--- src/rtl/auc_pkg.sv ---
// Shared types and constants for the AUC sequential arithmetic stage.
// Optional flag generation in auc_seq_unit is enabled by defining AUC_FLAGS_EN.
package auc_pkg;

  localparam int AUC_W = 4;

  typedef enum logic [1:0] {
    OP_ADD = 2'b00,
    OP_SUB = 2'b01,
    OP_MUL = 2'b10,
    OP_XOR = 2'b11
  } auc_op_e;

  typedef enum logic [1:0] {
    S_IDLE = 2'b00,
    S_EXEC = 2'b01,
    S_DONE = 2'b10
  } auc_state_e;

  localparam int FLG_CARRY  = 2;
  localparam int FLG_BORROW = 1;
  localparam int FLG_ZERO   = 0;

endpackage

--- src/rtl/auc_shift_add_step.sv ---
// One shift-add multiply step: adds (a << i) to the accumulator when the
// selected multiplier bit is set. Purely combinational; iterated by the FSM.
module auc_shift_add_step
  import auc_pkg::*;
#(
  parameter  int WIDTH = AUC_W,
  localparam int RES_W = 2 * WIDTH,
  localparam int IDX_W = (WIDTH > 1) ? $clog2(WIDTH) : 1
) (
  input  logic [RES_W-1:0] acc_i,
  input  logic [WIDTH-1:0] a_i,
  input  logic             b_bit_i,
  input  logic [IDX_W-1:0] i_i,
  output logic [RES_W-1:0] acc_o
);

  logic [RES_W-1:0] partial;

  always_comb begin
    partial = b_bit_i ? (RES_W'(a_i) << i_i) : '0;
    acc_o   = acc_i + partial;
  end

endmodule

--- src/rtl/auc_seq_unit.sv ---
// Sequential ADD/SUB/MUL/XOR stage with valid/ready on both sides.
// Define AUC_FLAGS_EN to register {carry, borrow, zero}; otherwise flags is 0.
module auc_seq_unit
  import auc_pkg::*;
#(
  parameter  int WIDTH = AUC_W,
  localparam int RES_W = 2 * WIDTH
) (
  input  logic             clk,
  input  logic             rst_n,
  input  logic             in_valid,
  output logic             in_ready,
  input  logic [1:0]       op,
  input  logic [WIDTH-1:0] a,
  input  logic [WIDTH-1:0] b,
  output logic             out_valid,
  input  logic             out_ready,
  output logic [RES_W-1:0] result,
  output logic [2:0]       flags
);

  localparam int IDX_W = (WIDTH > 1) ? $clog2(WIDTH) : 1;
  localparam logic [IDX_W-1:0] LAST_STEP = IDX_W'(WIDTH - 1);

  auc_state_e       state_q, state_d;
  auc_op_e          op_q;
  logic [WIDTH-1:0] a_q, b_q;
  logic [IDX_W-1:0] step_q;
  logic [RES_W-1:0] acc_q, result_q, mul_acc, exec_res;
  logic [WIDTH:0]   sum;
  logic             alive_q, accept, exec_done;

  assign accept    = in_valid && in_ready;
  assign exec_done = (state_q == S_EXEC) && ((op_q != OP_MUL) || (step_q == LAST_STEP));

  // NOTE: sequential state uses non-blocking assignments so every register
  // samples pre-edge values regardless of block ordering.
  always_ff @(posedge clk or negedge rst_n) begin
    if (!rst_n) begin
      state_q <= S_IDLE;
      alive_q <= 1'b0;
    end else begin
      state_q <= state_d;
      alive_q <= 1'b1;
    end
  end

  always_comb begin
    state_d = state_q;
    case (state_q)
      S_IDLE:  if (accept) state_d = S_EXEC;
      S_EXEC:  if (exec_done) state_d = S_DONE;
      S_DONE:  if (out_ready) state_d = S_IDLE;
      default: state_d = S_IDLE;
    endcase
  end

  // in_ready stays low until the first clock edge after reset release.
  always_comb begin
    in_ready  = alive_q && (state_q == S_IDLE);
    out_valid = (state_q == S_DONE);
  end

  auc_shift_add_step #(.WIDTH(WIDTH)) u_step (
    .acc_i   (acc_q),
    .a_i     (a_q),
    .b_bit_i (b_q[step_q]),
    .i_i     (step_q),
    .acc_o   (mul_acc)
  );

  always_comb begin
    sum = {1'b0, a_q} + {1'b0, b_q};
    case (op_q)
      OP_ADD:  exec_res = RES_W'(sum);
      OP_SUB:  exec_res = RES_W'(a_q) - RES_W'(b_q);
      OP_MUL:  exec_res = mul_acc;
      OP_XOR:  exec_res = RES_W'(a_q ^ b_q);
      default: exec_res = '0;
    endcase
  end

  always_ff @(posedge clk or negedge rst_n) begin
    if (!rst_n) begin
      op_q     <= OP_ADD;
      a_q      <= '0;
      b_q      <= '0;
      step_q   <= '0;
      acc_q    <= '0;
      result_q <= '0;
    end else begin
      if (accept) begin
        op_q   <= auc_op_e'(op);
        a_q    <= a;
        b_q    <= b;
        step_q <= '0;
        acc_q  <= '0;
      end else if (state_q == S_EXEC) begin
        step_q <= step_q + IDX_W'(1);
        acc_q  <= mul_acc;
      end
      if (exec_done) result_q <= exec_res;
    end
  end

  assign result = result_q;

`ifdef AUC_FLAGS_EN
  logic [2:0] flags_q, flags_d;

  always_comb begin
    flags_d             = '0;
    flags_d[FLG_CARRY]  = (op_q == OP_ADD) && sum[WIDTH];
    flags_d[FLG_BORROW] = (op_q == OP_SUB) && (a_q < b_q);
    flags_d[FLG_ZERO]   = (exec_res == '0);
  end

  always_ff @(posedge clk or negedge rst_n) begin
    if (!rst_n)         flags_q <= '0;
    else if (exec_done) flags_q <= flags_d;
  end

  assign flags = flags_q;
`else
  assign flags = 3'b000;
`endif

endmodule

--- config.mk ---
export PLATFORM = sky130hd
export DESIGN_NAME = auc_seq_unit
export DESIGN_NICKNAME = d
export VERILOG_FILES = /design/src/rtl/auc_pkg.sv /design/src/rtl/auc_shift_add_step.sv /design/src/rtl/auc_seq_unit.sv
export SDC_FILE = /design/constraint.sdc
export NUM_CORES = 1
export LEC_CHECK = 0
export ABC_AREA = 1
export CORE_AREA = 2 2 66 68
export CTS_CLUSTER_SIZE = 28
export DETAILED_ROUTE_END_ITERATION = 7
export DIE_AREA = 0 0 68 70
export PLACE_DENSITY = 0.8
export SLEW_MARGIN = 5
export SYNTH_ARGS = -nofsm -noshare
export SYNTH_HDL_FRONTEND = slang
export SYNTH_SLANG_ARGS = --single-unit
--- constraint.sdc ---
create_clock -name clk -period 3 [get_ports clk]
set_clock_uncertainty 0.2 [all_clocks]
set_input_delay 0.45 -clock clk [delete_from_list [all_inputs] [get_ports clk]]
set_output_delay 0.45 -clock clk [all_outputs]
set_load 0.1 [all_outputs]
==> summary.txt <==
Clocking
  • CTS resizes: 0
  • Num CTS Buffers: 5
  • Root buffer cell: clkbuf_8
  • Clk_lat worst skew: 280 ps
  • Post-CTS setup buffers: 0
  • H-tree depth: 2
  • CTS tree: yes
  • Reg clk slew, reported paths: 60 ps
  • CTS sink cnt: 31
  • Worst-case clock buffer depth: 2
  • CTS Hold Bufs: 0

Place
  • IO Port Bufs: 23
  • DP Area: 2350 um^2
  • Placer Congestion: 0.944
  • DP HPWL: 3.49 mm

Yosys
  • Sequential fraction of the synthesis area: 36.7%
  • Synth cell types: 31
  • Largest cells by area after synthesis: dfrtp_1 37%, nand2_1 13%, ha_1 9.5%, nand3_1 7.8%, inv_1 5.5%
  • Yosys top cell area share: 36.7%
  • Syn. warnings: 0
  • Post-Synth Adder-Cell Area: 12.3%
  • Async S/R FF share, synth: 100%
  • Mean cell area of the mapped netlist: 7.58 um^2
  • Post-synthesis simple-gate area fraction: 29.5%
  • Top-count cell post-synth: nand2_1
  • Ys flop type: dfrtp_1
  • Compound-Gate Fraction of Synth Area: 9.35%
  • Synth Register Bits: 31
  • Mux cell area share after synthesis: 2.07%
  • Post-synth EDFFs: 0
  • Top cells by count, synth: 74 x nand2_1, 33 x nand3_1, 31 x dfrtp_1, 31 x inv_1, 20 x nor2_1
  • Cells after Synth: 279
  • Xor and xnor fraction of the mapped netlist area: 0.828%
  • Main combinational cell family by area after synthesis: simple AND/OR/NAND/NOR gates
  • Syn Std Cell Area: 2110 um^2
  • Cell taking the most area after synthesis: dfrtp_1

Global routing
  • Congestion Overflow GR: 0
  • Global-route usage over all layers: 22.1%
  • Met1 Use GR: 27.7%
  • First-pass GRT wire length: 8.00 mm
  • Busiest grt layer: met2
  • Pin count of the biggest net entering global routing: 32
  • GRT met3 Usage: 5.31%
  • Number of global-route vias before repair: 1790
  • Initial antenna violation count: 0
  • Global routing usage on met2: 36.9%

Detailed routing
  • DRT iter0 DRCs: 120
  • Via count: 1849
  • WL/cell: 12.9 um
  • DRT Pass-1 Iters: 4
  • Final WL: 4.58 mm
  • Via density: 5.19
  • Post-DRT Antenna Nets: 0
  • DRC Markers: 0

Status
  • Status: finished, final reports clean

Pwr
  • Peak VDD IR: 0.000519 V
  • PnR Total Power: 2.92 mW
  • Pleak: 1.34 nW
  • Power Density: 1200 nW/um^2

Worst setup path
  • Critical path required time: 2980 ps
  • Worst flop-to-flop path startpoint: step_q[1]
  • Worst reg-to-reg path cell count: 15
  • CP top delay family: simple AND/OR/NAND/NOR gates
  • CP most frequent cell: nand2_1
  • Reg2reg end: result[5]
  • Worst R2R Setup Slack: 560 ps
  • CP endpoint: result[5]
  • Setup crit start: step_q[1]
  • Ordered cell list for the critical path: inv_1 -> a21oi_1 -> o21ai_0 -> nand2_1 -> nand2_1 -> inv_1 -> ha_1 -> a21oi_1 -> nand2_1 -> nand2_1 -> nand3_1 -> nand3_1 -> nand2_1 -> nand2_1 -> nand2_1
  • Crit path depth: 15
  • CP Buf/Inv Count: 2
  • Worst EP arrival: 2420 ps
  • CP peak stage delay: 430 ps
  • Startpoint Class: flop
  • Crit end category: flop
  • Max FO, Critical Path: 6
  • Slowest-stage cell, CP: dfrtp_1
  • Critical path class: reg2reg

Timing
  • Max_slew headroom: 65.8%
  • Sum Neg Setup Slack: 0 ps
  • Min cycle time layout: 2440 ps
  • Crit share post-route: 81.3%
  • # setup viols final: 0
  • Fmax: 0.410 GHz
  • RSZ-0062 raised after global routing: false
  • Hold Vio Cnt, Final: 0
  • Worst-margin pin slew: 512 ps
  • Slew Viols, Final: 0

Floorplan
  • CORE AREA: 4140 um^2
  • Die Ht: 70 um
  • Chip width: 68 um
  • Die area: 4760 um^2
  • Num ports: 27
  • Starting Density: 51.0%
  • Rows: 24

Final layout
  • Filler cell count: 389
  • Ant diodes: 0
  • Nets: 337
  • Layout cells sized above 1: 12.2%
  • Post-route cell area: 2440 um^2
  • Area delta synth->final: 15.4%

Job
  • # Max-Cap Violations: 0

Hold path
  • HP Class: reg2reg
cell type report:
type,instances,area [um^2],area share (%)
Inverter,37,141,5.79
Sequential cell,31,776,31.8
Clock buffer,6,82.6,3.38
Multi-Input combinational cell,205,1160,47.4
Clock inverter,1,5.00,0.205
Timing Repair Buffer,24,213,8.72
Tap cell,52,65.1,2.67
through the flow:
stage               instances  setup slack [ps]  hold slack (ps)  util (%)
finish                    356               561              281      58.9
global placement          349               630              267      56.8
global route              356               239              297      58.9
CTS                       356               581              285      58.9
floorplan                 281               351            -45.6         -
detailed placement        349               600              267      56.8
worst min path at each step:
stage,slack (ps),to,from,cells after the start
global placement,270,result[0],result[0],2
floorplan,-50,a_q[0],rst_n,0
CTS,280,result[5],result[5],2
finish,280,result[5],result[5],2
global route,300,result[5],result[5],2
detailed placement,270,result[5],result[5],2
layer usage:
metal  vias to the layer above  share of wire, %
met5                         -                 0
met4                         0               1.0
met3                         6               6.5
met2                        60                49
met1                       842                44
li1                        941                 -
layout by cell type (no fill, tap or decap), drive strengths merged, types with 4 or more instances in the layout:
cell type / n
clkdlybuf4s50: 13
buf: 11
a21oi: 18
dfrtp: 31
nor2: 22
conb: 4
inv: 37
o21ai: 16
clkbuf: 6
nand2: 78
nand3: 34
ha: 16
sequential cells by signal, summed over array words and instances, names as in the netlist:
| signal | cells |
|---|---|
| a_q | 4 |
| acc_q | 8 |
| alive_q | 1 |
| b_q | 4 |
| op_q | 2 |
| result | 8 |
| state_q | 2 |
| step_q | 2 |
where the power goes:
group,total [mW],switching (mW),internal (mW)
registers,0.753,0.171,0.582
logic,1.83,1.26,0.564
clock network,0.334,0.154,0.180
total,2.92,1.59,1.33
tightest hold or removal path, stage by stage, from the launching register on:
cell     delay, ps
dfrtp_1        340
nand2_1         60
nand2_1         50
cells by family (layout without fill, tap and decap cells):
kind of cell	after synthesis	in the layout
muxes	4	4
buffers and inverters	45	68
and+or+nand+nor	139	139
xor gates and xnor gates	2	2
DFF	31	31
other	2	4
adders and majority gates	19	19
AOI/OAI and AO/OA	37	37
(Power assumes the default switching activity.)
==> variant, RTL diff (same flow settings) <==
The package constant `AUC_W` goes from 4 to 2.
--- a/src/rtl/auc_pkg.sv
+++ b/src/rtl/auc_pkg.sv
@@ -2,7 +2,7 @@
 // Optional flag generation in auc_seq_unit is enabled by defining AUC_FLAGS_EN.
 package auc_pkg;
 
-  localparam int AUC_W = 4;
+  localparam int AUC_W = 2;
 
   typedef enum logic [1:0] {
     OP_ADD = 2'b00,
Ports: changed (resized a, b and result); port bits go from 27 to 19. The function was not compared with the original's and may differ.
==> variant against the original RTL <==
  * Power down 48%
  * Sequential power down 42%
  * Critical endpoint is now result[1]
  * Synthesized area down 49%
  * Setup slack better by 0.37 ns
  * Highest routed layer unchanged
  * Die area unchanged
  * Routed wire length down 53%
  * Sequential cell count down 13
  * Final cell count down 46%
  * Final area down 46%
==> variant: results (changes against the original RTL) <==
{
  "outcome": "finished, final reports clean",
  "power.leakage": {"value": 0.6338, "unit": "nW", "change": "-53%"},
  "comb.multi_input.count": {"value": 87, "change": "-58%"},
  "routed-via-count": {"value": 839, "change": "-55%"},
  "timing.rr.end": "result[1]",
  "synth_sequential_area_ratio": {"value": 41.71, "unit": "%", "change": "+5.0 points"},
  "grt_start_max_net_pins": {"value": 19, "change": "-41%"},
  "final_hpwl_from_detailed_placement": {"value": 1.726, "unit": "mm", "change": "-51%"},
  "detailroute.wirelength.met2": {"value": 1.069, "unit": "mm", "change": "-52%"},
  "met2_usage": {"value": 17.04, "unit": "%", "change": "-20 points"},
  "clock_insertion_delay_worst_skew": {"value": 0.26, "unit": "ns", "change": "-0.02 ns"},
  "multiInputGateArea": {"value": 535.5, "unit": "um^2", "change": "-54%"},
  "min_delay_startpoint": "result[0]",
  "post_synthesis_compound_gate_area_fraction": {"value": 10.89, "unit": "%", "change": "+1.5 points"},
  "buf_share": {"value": 10.33, "unit": "%", "change": "+1.6 points"},
  "cts-htree-levels": {"value": 1, "change": "-1"},
  "cp_top_family": "adder cells",
  "synthTopCellsByCount": "nand2_1, dfrtp_1, inv_1",
  "post_drt_wl_per_cell": {"value": 11.04, "unit": "um", "change": "-14%"},
  "timing.critical_path.from": "step_q",
  "vdd_drop_max": {"value": 0.3199, "unit": "mV", "change": "-38%"},
  "io_buffers": {"value": 15, "change": "-35%"},
  "met1_length": {"value": 917, "unit": "um", "change": "-54%"},
  "layout-drive-gt1-share": {"value": 15.49, "unit": "%", "change": "+3.3 points"},
  "min_to": "result[0]",
  "crit_slowest_cell": "fa_1",
  "synthTopCellsByArea": "dfrtp_1, nand2_1, ha_1",
  "maxSlewHeadroom": {"value": 44.37, "unit": "%", "change": "-21 points"},
  "detailedPlace.worstSlack": {"value": 0.9275, "unit": "ns", "change": "+0.3274 ns"},
  "detailroute.wirelength.met3": {"value": 137, "unit": "um", "change": "-54%"},
  "grt_pass1_vias": {"value": 852, "change": "-52%"},
  "fillers": {"value": 437, "change": "+12%"},
  "synth.mux.area_fraction": {"value": 0, "unit": "%", "change": "-2.1 points"}
}
==> variant: report_power, final <==
| part | switching, W | internal, W |
|---|---|---|
| Clock | 0.0000858 | 0.000117 |
| Sequential | 0.0000930 | 0.000341 |
| Combinational | 0.000622 | 0.000271 |
| Total | 0.000801 | 0.000729 |
==> variant: metrics by stage <==
step           cell area (um^2)  total power (W)  hold slack (ns)  instances
2_1_floorplan              1087         0.001140         -0.04559        127
3_3_place_gp               1254         0.001312           0.2709        190
3_5_place_dp               1254         0.001341           0.2736        190
4_1_cts                    1309         0.001550           0.2935        194
5_1_grt                    1309         0.001648           0.3134        194
6_report                   1309         0.001530           0.2882        194
==> variant: worst max path at each step <==
| stage | to | slack [ns] | cells past startpoint |
|---|---|---|---|
| 6_report | result[1] | 0.93 | 9 |
| 5_1_grt | result[1] | 0.77 | 10 |
| 4_1_cts | result[1] | 0.92 | 10 |
| 3_5_place_dp | result[1] | 0.93 | 10 |
| 3_3_place_gp | result[1] | 0.97 | 10 |
| 2_1_floorplan | out_valid | 0.60 | 2 |
